[src/rtl/pll_drp_pkg.sv]
// -----------------------------------------------------------------------------
// pll_drp_pkg
// Shared definitions for the PLL DRP reconfiguration controller: FSM state
// encoding, DRP register addresses, read-modify-write keep masks, legal
// multiplier/divider ranges and small helper functions.
// -----------------------------------------------------------------------------
package pll_drp_pkg;

   typedef enum logic [2:0] {
      ST_IDLE       = 3'd0,
      ST_ASSERT_RST = 3'd1,
      ST_RD         = 3'd2,
      ST_RD_WAIT    = 3'd3,
      ST_WR         = 3'd4,
      ST_WR_WAIT    = 3'd5,
      ST_WAIT_LOCK  = 3'd6,
      ST_ERR        = 3'd7
   } pll_state_e;

   // DRP register map, visited in this order
   localparam logic [6:0] ADDR_FB_REG1   = 7'h14;
   localparam logic [6:0] ADDR_FB_REG2   = 7'h15;
   localparam logic [6:0] ADDR_OUT0_REG1 = 7'h08;
   localparam logic [6:0] ADDR_OUT0_REG2 = 7'h09;

   // Bits preserved from the read-back value
   localparam logic [15:0] KEEP_REG1 = 16'h1000;
   localparam logic [15:0] KEEP_REG2 = 16'hFC00;

   localparam logic [6:0] MULT_MIN = 7'd2;
   localparam logic [6:0] MULT_MAX = 7'd64;
   localparam logic [6:0] DIV_MIN  = 7'd1;
   localparam logic [6:0] DIV_MAX  = 7'd64;

   function automatic logic [6:0] drp_addr(input logic [1:0] idx);
      case (idx)
         2'd0:    return ADDR_FB_REG1;
         2'd1:    return ADDR_FB_REG2;
         2'd2:    return ADDR_OUT0_REG1;
         2'd3:    return ADDR_OUT0_REG2;
         default: return ADDR_FB_REG1;
      endcase
   endfunction

   function automatic logic cfg_legal(input logic [6:0] mult, input logic [6:0] div);
      return (mult >= MULT_MIN) && (mult <= MULT_MAX) &&
             (div  >= DIV_MIN)  && (div  <= DIV_MAX);
   endfunction

endpackage

[src/rtl/pll_div_enc.sv]
// -----------------------------------------------------------------------------
// pll_div_enc
// Combinational encoder turning a divide value N into the PLL counter fields.
// Ports:
//   div_val  in  7  divide value N
//   high     out 6  high-time count (N >> 1)
//   low      out 6  low-time count (N - high)
//   edge_bit out 1  odd-divide half-cycle adjust (N[0])
//   no_count out 1  bypass counter (N == 1)
// -----------------------------------------------------------------------------
module pll_div_enc (
   input  logic [6:0] div_val,
   output logic [5:0] high,
   output logic [5:0] low,
   output logic       edge_bit,
   output logic       no_count
);

   // Low time takes the extra cycle for odd N; out-of-range N is never used
   always_comb begin
      high     = div_val[6:1];
      low      = 6'(div_val - {1'b0, div_val[6:1]});
      edge_bit = div_val[0];
      no_count = (div_val == 7'd1);
   end

endmodule

[src/rtl/pll_drp_ctrl.sv]
// -----------------------------------------------------------------------------
// pll_drp_ctrl
// Reprograms the PLL feedback multiplier and CLKOUT0 divider over DRP using
// read-modify-write of four registers while holding the PLL in reset, then
// waits for lock. All outputs are registered.
// Ports:
//   clk_sys, rst_sys            clock, async active-high reset
//   cfg_valid_i/cfg_ready_o     request handshake
//   cfg_mult_i, cfg_div_i       requested multiplier (2..64) / divider (1..64)
//   done_o                      one-cycle success pulse
//   err_o                       sticky error, cleared by next accepted request
//   drp_*                       DRP master port
//   pll_rst_o, pll_locked_i     PLL reset / asynchronous lock indication
//   rst_hold_o                  hold system reset while reconfiguring
// -----------------------------------------------------------------------------
module pll_drp_ctrl
   import pll_drp_pkg::*;
#(
   parameter int unsigned LockTimeout = 65535,
   parameter int unsigned DrdyTimeout = 255
) (
   input  logic        clk_sys,
   input  logic        rst_sys,
   input  logic        cfg_valid_i,
   output logic        cfg_ready_o,
   input  logic [6:0]  cfg_mult_i,
   input  logic [6:0]  cfg_div_i,
   output logic        done_o,
   output logic        err_o,
   output logic [6:0]  drp_daddr_o,
   output logic        drp_den_o,
   output logic        drp_dwe_o,
   output logic [15:0] drp_di_o,
   input  logic [15:0] drp_do_i,
   input  logic        drp_drdy_i,
   output logic        pll_rst_o,
   input  logic        pll_locked_i,
   output logic        rst_hold_o
);

   localparam int unsigned CNT_MAX = (LockTimeout > DrdyTimeout) ? LockTimeout : DrdyTimeout;
   localparam int          CNT_W   = $clog2(CNT_MAX + 32'd1);
   localparam logic [CNT_W-1:0] DRDY_LAST = CNT_W'(DrdyTimeout - 32'd1);
   localparam logic [CNT_W-1:0] LOCK_LAST = CNT_W'(LockTimeout - 32'd1);
   localparam logic [CNT_W-1:0] CNT_ONE   = CNT_W'(32'd1);
   localparam logic [CNT_W-1:0] CNT_ZERO  = CNT_W'(32'd0);

   pll_state_e        state_r, state_nxt_s;
   logic [CNT_W-1:0]  cnt_r, cnt_nxt_s;
   logic [1:0]        idx_r, idx_nxt_s;
   logic [6:0]        mult_r, mult_nxt_s;
   logic [6:0]        div_r, div_nxt_s;
   logic              lock_meta_r, lock_sync_r;

   logic              ready_r, ready_nxt_s;
   logic              done_r, done_nxt_s;
   logic              err_r, err_nxt_s;
   logic              den_r, den_nxt_s;
   logic              dwe_r, dwe_nxt_s;
   logic [6:0]        daddr_r, daddr_nxt_s;
   logic [15:0]       di_r, di_nxt_s;
   logic              pll_rst_r, pll_rst_nxt_s;
   logic              rst_hold_r, rst_hold_nxt_s;

   logic [5:0]        mult_high_s, mult_low_s, div_high_s, div_low_s;
   logic              mult_edge_s, mult_nc_s, div_edge_s, div_nc_s;
   logic [5:0]        sel_high_s, sel_low_s;
   logic              sel_edge_s, sel_nc_s;
   logic [15:0]       wr_data_s;

   pll_div_enc u_mult_enc (
      .div_val  (mult_r),
      .high     (mult_high_s),
      .low      (mult_low_s),
      .edge_bit (mult_edge_s),
      .no_count (mult_nc_s)
   );

   pll_div_enc u_div_enc (
      .div_val  (div_r),
      .high     (div_high_s),
      .low      (div_low_s),
      .edge_bit (div_edge_s),
      .no_count (div_nc_s)
   );

   // Write word for the current index, merged with the read data arriving now
   always_comb begin
      if (idx_r[1] == 1'b0) begin
         sel_high_s = mult_high_s;
         sel_low_s  = mult_low_s;
         sel_edge_s = mult_edge_s;
         sel_nc_s   = mult_nc_s;
      end else begin
         sel_high_s = div_high_s;
         sel_low_s  = div_low_s;
         sel_edge_s = div_edge_s;
         sel_nc_s   = div_nc_s;
      end
      if (idx_r[0] == 1'b0) begin
         wr_data_s = (drp_do_i & KEEP_REG1) | {4'h0, sel_high_s, sel_low_s};
      end else begin
         wr_data_s = (drp_do_i & KEEP_REG2) | {8'h00, sel_edge_s, sel_nc_s, 6'h00};
      end
   end

   // Next-state and next-output logic; outputs change on state transitions
   always_comb begin
      state_nxt_s    = state_r;
      cnt_nxt_s      = cnt_r;
      idx_nxt_s      = idx_r;
      mult_nxt_s     = mult_r;
      div_nxt_s      = div_r;
      done_nxt_s     = 1'b0;
      err_nxt_s      = err_r;
      den_nxt_s      = 1'b0;
      dwe_nxt_s      = 1'b0;
      daddr_nxt_s    = daddr_r;
      di_nxt_s       = di_r;
      pll_rst_nxt_s  = pll_rst_r;
      rst_hold_nxt_s = rst_hold_r;
      case (state_r)
         ST_IDLE: begin
            if (cfg_valid_i && ready_r) begin
               mult_nxt_s = cfg_mult_i;
               div_nxt_s  = cfg_div_i;
               if (cfg_legal(cfg_mult_i, cfg_div_i)) begin
                  err_nxt_s      = 1'b0;
                  state_nxt_s    = ST_ASSERT_RST;
                  pll_rst_nxt_s  = 1'b1;
                  rst_hold_nxt_s = 1'b1;
               end else begin
                  err_nxt_s = 1'b1;
               end
            end else begin
               state_nxt_s = ST_IDLE;
            end
         end
         ST_ASSERT_RST: begin
            state_nxt_s = ST_RD;
            idx_nxt_s   = 2'd0;
            den_nxt_s   = 1'b1;
            daddr_nxt_s = drp_addr(2'd0);
         end
         ST_RD: begin
            state_nxt_s = ST_RD_WAIT;
            cnt_nxt_s   = CNT_ZERO;
         end
         ST_RD_WAIT: begin
            if (drp_drdy_i) begin
               state_nxt_s = ST_WR;
               den_nxt_s   = 1'b1;
               dwe_nxt_s   = 1'b1;
               di_nxt_s    = wr_data_s;
            end else if (cnt_r == DRDY_LAST) begin
               state_nxt_s    = ST_ERR;
               err_nxt_s      = 1'b1;
               pll_rst_nxt_s  = 1'b0;
               rst_hold_nxt_s = 1'b1;
            end else begin
               cnt_nxt_s = cnt_r + CNT_ONE;
            end
         end
         ST_WR: begin
            state_nxt_s = ST_WR_WAIT;
            cnt_nxt_s   = CNT_ZERO;
         end
         ST_WR_WAIT: begin
            if (drp_drdy_i) begin
               cnt_nxt_s = CNT_ZERO;
               if (idx_r == 2'd3) begin
                  state_nxt_s   = ST_WAIT_LOCK;
                  pll_rst_nxt_s = 1'b0;
               end else begin
                  state_nxt_s = ST_RD;
                  idx_nxt_s   = idx_r + 2'd1;
                  den_nxt_s   = 1'b1;
                  daddr_nxt_s = drp_addr(idx_r + 2'd1);
               end
            end else if (cnt_r == DRDY_LAST) begin
               state_nxt_s    = ST_ERR;
               err_nxt_s      = 1'b1;
               pll_rst_nxt_s  = 1'b0;
               rst_hold_nxt_s = 1'b1;
            end else begin
               cnt_nxt_s = cnt_r + CNT_ONE;
            end
         end
         ST_WAIT_LOCK: begin
            if (lock_sync_r) begin
               state_nxt_s    = ST_IDLE;
               done_nxt_s     = 1'b1;
               rst_hold_nxt_s = 1'b0;
            end else if (cnt_r == LOCK_LAST) begin
               state_nxt_s    = ST_ERR;
               err_nxt_s      = 1'b1;
               pll_rst_nxt_s  = 1'b0;
               rst_hold_nxt_s = 1'b1;
            end else begin
               cnt_nxt_s = cnt_r + CNT_ONE;
            end
         end
         ST_ERR: begin
            state_nxt_s = ST_IDLE;
         end
         default: begin
            state_nxt_s = ST_IDLE;
         end
      endcase
      ready_nxt_s = (state_nxt_s == ST_IDLE);
   end

   // Two-flop synchroniser for the asynchronous PLL lock
   always_ff @(posedge clk_sys or posedge rst_sys) begin
      if (rst_sys) begin
         lock_meta_r <= 1'b0;
         lock_sync_r <= 1'b0;
      end else begin
         lock_meta_r <= pll_locked_i;
         lock_sync_r <= lock_meta_r;
      end
   end

   // State, counters, captured request and registered outputs
   always_ff @(posedge clk_sys or posedge rst_sys) begin
      if (rst_sys) begin
         state_r    <= ST_IDLE;
         cnt_r      <= CNT_ZERO;
         idx_r      <= 2'd0;
         mult_r     <= 7'd0;
         div_r      <= 7'd0;
         ready_r    <= 1'b1;
         done_r     <= 1'b0;
         err_r      <= 1'b0;
         den_r      <= 1'b0;
         dwe_r      <= 1'b0;
         daddr_r    <= 7'd0;
         di_r       <= 16'h0000;
         pll_rst_r  <= 1'b0;
         rst_hold_r <= 1'b0;
      end else begin
         state_r    <= state_nxt_s;
         cnt_r      <= cnt_nxt_s;
         idx_r      <= idx_nxt_s;
         mult_r     <= mult_nxt_s;
         div_r      <= div_nxt_s;
         ready_r    <= ready_nxt_s;
         done_r     <= done_nxt_s;
         err_r      <= err_nxt_s;
         den_r      <= den_nxt_s;
         dwe_r      <= dwe_nxt_s;
         daddr_r    <= daddr_nxt_s;
         di_r       <= di_nxt_s;
         pll_rst_r  <= pll_rst_nxt_s;
         rst_hold_r <= rst_hold_nxt_s;
      end
   end

   assign cfg_ready_o = ready_r;
   assign done_o      = done_r;
   assign err_o       = err_r;
   assign drp_den_o   = den_r;
   assign drp_dwe_o   = dwe_r;
   assign drp_daddr_o = daddr_r;
   assign drp_di_o    = di_r;
   assign pll_rst_o   = pll_rst_r;
   assign rst_hold_o  = rst_hold_r;

endmodule

[config.mk]
export PLATFORM = sky130hd
export DESIGN_NAME = pll_drp_ctrl
export DESIGN_NICKNAME = d
export VERILOG_FILES = /design/src/rtl/pll_drp_pkg.sv /design/src/rtl/pll_div_enc.sv /design/src/rtl/pll_drp_ctrl.sv
export SDC_FILE = /design/constraint.sdc
export NUM_CORES = 1
export LEC_CHECK = 0
export CAP_MARGIN = 15
export CORE_MARGIN = 2
export CORE_UTILIZATION = 54
export CTS_BUF_LIST = sky130_fd_sc_hd__clkbuf_8 sky130_fd_sc_hd__clkbuf_16
export DETAILED_ROUTE_END_ITERATION = 10
export PLACE_DENSITY = 0.81
export SLEW_MARGIN = 20
export SYNTH_ARGS = -nofsm -noshare
export SYNTH_HDL_FRONTEND = slang
export SYNTH_HIERARCHICAL = 1
export SYNTH_SLANG_ARGS = --single-unit
export TNS_END_PERCENT = 50
[constraint.sdc]
create_clock -name clk_sys -period 2.4 [get_ports clk_sys]
set_input_delay 0.36 -clock clk_sys [delete_from_list [all_inputs] [get_ports clk_sys]]
set_output_delay 0.36 -clock clk_sys [all_outputs]
set_load 0.02 [all_outputs]
==> results.toml, run 1 <==
[outcome]
outcome = "finished clean"

[layout]
layout.filler_cells = 571
finalInstanceArea_mm2 = 0.00477
mostFrequentLayoutCells = "dfrtp_1, clkdlybuf4s50_1, nand2_1"
layout.cells.most_common = "dfrtp_1"
insertedDiodeCount = 0
layout-area-overhead-vs-synth_pct = 18.9
final_net_count = 521
fraction_of_layout_instances_using_a_drive_strength_above_1 = 0.155

[critical_path]
critPathBufInv = 0
critPathMaxStageDelay_ns = 0.59
crit_slowest_cell = "a21oi_1"
reg2regPathDepth = 5
cp_data_required_time_ns = 2.65
crit_cells = 5
timing.critical_path.cells = "o21ai_0 > o21ai_0 > a21oi_1 > nand3_1 > o31ai_1"
critical_path.max_fanout = 7
crit_path_start_kind = "flop"
crit_type = "reg -> reg"
cp_top_family = "compound AO/OA/AOI/OAI gates"
timing.critical_path.to_type = "flop"
cp_common_cell = "o21ai_0"
timing.critical_path.arrival_ns = 2.44

[yosys]
synthArstFlopShare = 1.00
ys_seq_area_frac = 0.381
post_synth.cell_area_avg_um2 = 9.48
synth.distinct_cells = 65
synth.ff_latch_count = 61
synth-edff-count = 0
synth.cell_area_mm2 = 0.00401
post_synth_inst_count = 423
synth.yosys.warnings = 6
dominantRegCellSynth = "dfrtp_1"

[clock_network]
clock-sinks = 61
ctsResizeCount = 0
htree_num_levels = 3
clock_tree.buffer_depth = 2
cts_buffers = 9
clock_latency_ns = 0.35
cts_tree = "yes"
cts_hold_buffers = 0
clock_transition_at_the_registers_of_the_reported_paths_ns = 0.07
cts.root.buffer_cell = "clkbuf_8"
postCtsSetupRepairBufs = 0

[global_routing]
antenna_found_initial = 0
grt_max_degree = 62
grt_first_pass_wirelength_um = 15000
grt_overflow = 0
combined_global_route_utilization_of_all_metal_layers = 0.228
first_global_vias = 3051

[routing]
route.final.wire_length_um = 8860
wl_per_instance_um = 15.6
number_of_remaining_drc_errors = 0
drt_pass1_iterations = 5
drt-initial-drc-count = 222
number_of_vias_in_the_routed_layout = 3301
drt_antenna_net_count = 0
per_cell_via_count_in_the_routed_design = 5.80

[die]
top_level_ports = 65
initial_core_utilization = 0.556
rows = 31
floorplan.die.width_um = 90.2
core-area_mm2 = 0.00721
die-height_um = 90.2
die_area_mm2 = 0.00813

[sta]
number_of_hold_violations_in_the_final_report = 0
max_freq_ghz = 0.456
worst_hold_slack_ns = 0.362
final_max_slew_viol_count = 0
worst-slew-pin-transition_ns = 0.627
final-setup-viol-count = 0
timing.slew.headroom = 0.578
worst_clock_skew_ns = 0.00615
layout_setup_ws_ns = 0.206
final_min_period_over_clock_period = 0.914
setup_repair_after_global_routing_missed_its_margin = "no"
post_layout_minimum_cycle_time_ns = 2.19

[power]
power_density_over_cell_area_mw_per_mm2 = 1300
totalPowerFinal_w = 0.00619
power_leakage_nw = 2.07
max-vdd-ir-drop_v = 0.000663

[worst_hold_path]
worst_hold_path.num_cells = 0
min-delay-path-class = "reg -> reg"

[place]
place.port_buffers = 51
post_place_setup_slack_ns = -0.0292
placed_area_mm2 = 0.00457
gpl.final_weighted_congestion = 0.960
post-dp-hpwl_um = 6550

[job]
max_cap_viols = 0
## cells by family after synthesis
kind of cell | count (synthesis) | share of synthesized area
flops | 61 | 0.381
simple gates | 130 | 0.181
compound gates | 101 | 0.174
buf+inv | 69 | 0.0852
other cells | 1 | 0.000935
xor+xnor | 9 | 0.0197
fa+ha+maj | 21 | 0.0693
mux | 31 | 0.0889
## synthesized netlist by cell type (6+ instances only)
cell type / number / area share
dfrtp_1: 60 / 0.37
nand2_1: 44 / 0.041
inv_1: 28 / 0.026
a21oi_1: 24 / 0.030
buf_4: 20 / 0.037
ha_1: 19 / 0.059
nor2_1: 19 / 0.018
o21ai_0: 19 / 0.024
mux2_2: 17 / 0.048
o31ai_1: 16 / 0.030
clkbuf_1: 12 / 0.011
mux2i_1: 12 / 0.030
nand3_1: 9 / 0.011
a31oi_1: 8 / 0.012
o21bai_1: 7 / 0.013
and3_1: 6 / 0.0094
buf_2: 6 / 0.0075
## per-stage QoR
stage / utilization / TNS [ns] / instances
floorplan: - / 0 / 425
global placement: 0.634 / 0 / 553
detailed placement: 0.634 / -0.0482 / 553
CTS: 0.661 / 0 / 569
global route: 0.661 / 0 / 569
finish: 0.661 / 0 / 569
## report_power, final
part	total (W)	leakage, nW	switching [W]	internal, W
registers	0.00169	0.774	0.000318	0.00137
logic	0.00358	1.20	0.00193	0.00165
clock network	0.000924	0.0996	0.000442	0.000482
## final timing paths
check	startpoint	endpoint	slack (ns)
max	state_r[2]	cnt_r[3]	0.21
min	lock_meta_r	lock_sync_r	0.36
max reg2reg	state_r[2]	cnt_r[3]	0.21
min reg2reg	lock_meta_r	lock_sync_r	0.36
max in group asynchronous	rst_sys	cfg_ready_o	1.71
min in group asynchronous	rst_sys	mult_r[1]	0.38
## sequential cells by signal, indices dropped and copies added (netlist names), 2 cells and up
name,flops
div_r,7
idx_r,2
cnt_r,16
drp_di_o,16
mult_r,7
state_r,3
## layout make-up
| class | count | area [um^2] | area share |
|---|---|---|---|
| multi-input cells | 295 | 2150 | 0.451 |
| flip-flops and latches | 61 | 1530 | 0.320 |
| repair buffers | 70 | 666 | 0.140 |
| clock buffers | 9 | 124 | 0.0260 |
| well taps | 99 | 124 | 0.0260 |
| inverters | 28 | 105 | 0.0220 |
| clock inverters | 7 | 73.8 | 0.0155 |
## layer usage
layer | global-route usage | routed length (um)
met1 | 0.328 | 3990
met2 | 0.352 | 4160
met3 | 0.0377 | 563
met4 | 0.0769 | 138
met5 | 0 | 0
Power figures use the tool's default switching activity.
==> inputs of run 2 (changes only) <==
--- a/config.mk
+++ b/config.mk
@@ -10,6 +10,7 @@
 export CORE_UTILIZATION = 54
 export CTS_BUF_LIST = sky130_fd_sc_hd__clkbuf_8 sky130_fd_sc_hd__clkbuf_16
 export DETAILED_ROUTE_END_ITERATION = 10
+export HOLD_SLACK_MARGIN = 0.05
 export PLACE_DENSITY = 0.81
 export SLEW_MARGIN = 20
 export SYNTH_ARGS = -nofsm -noshare
==> results of run 2 <==
No change in the layout: final DEF, timing and power equal those of run 1.
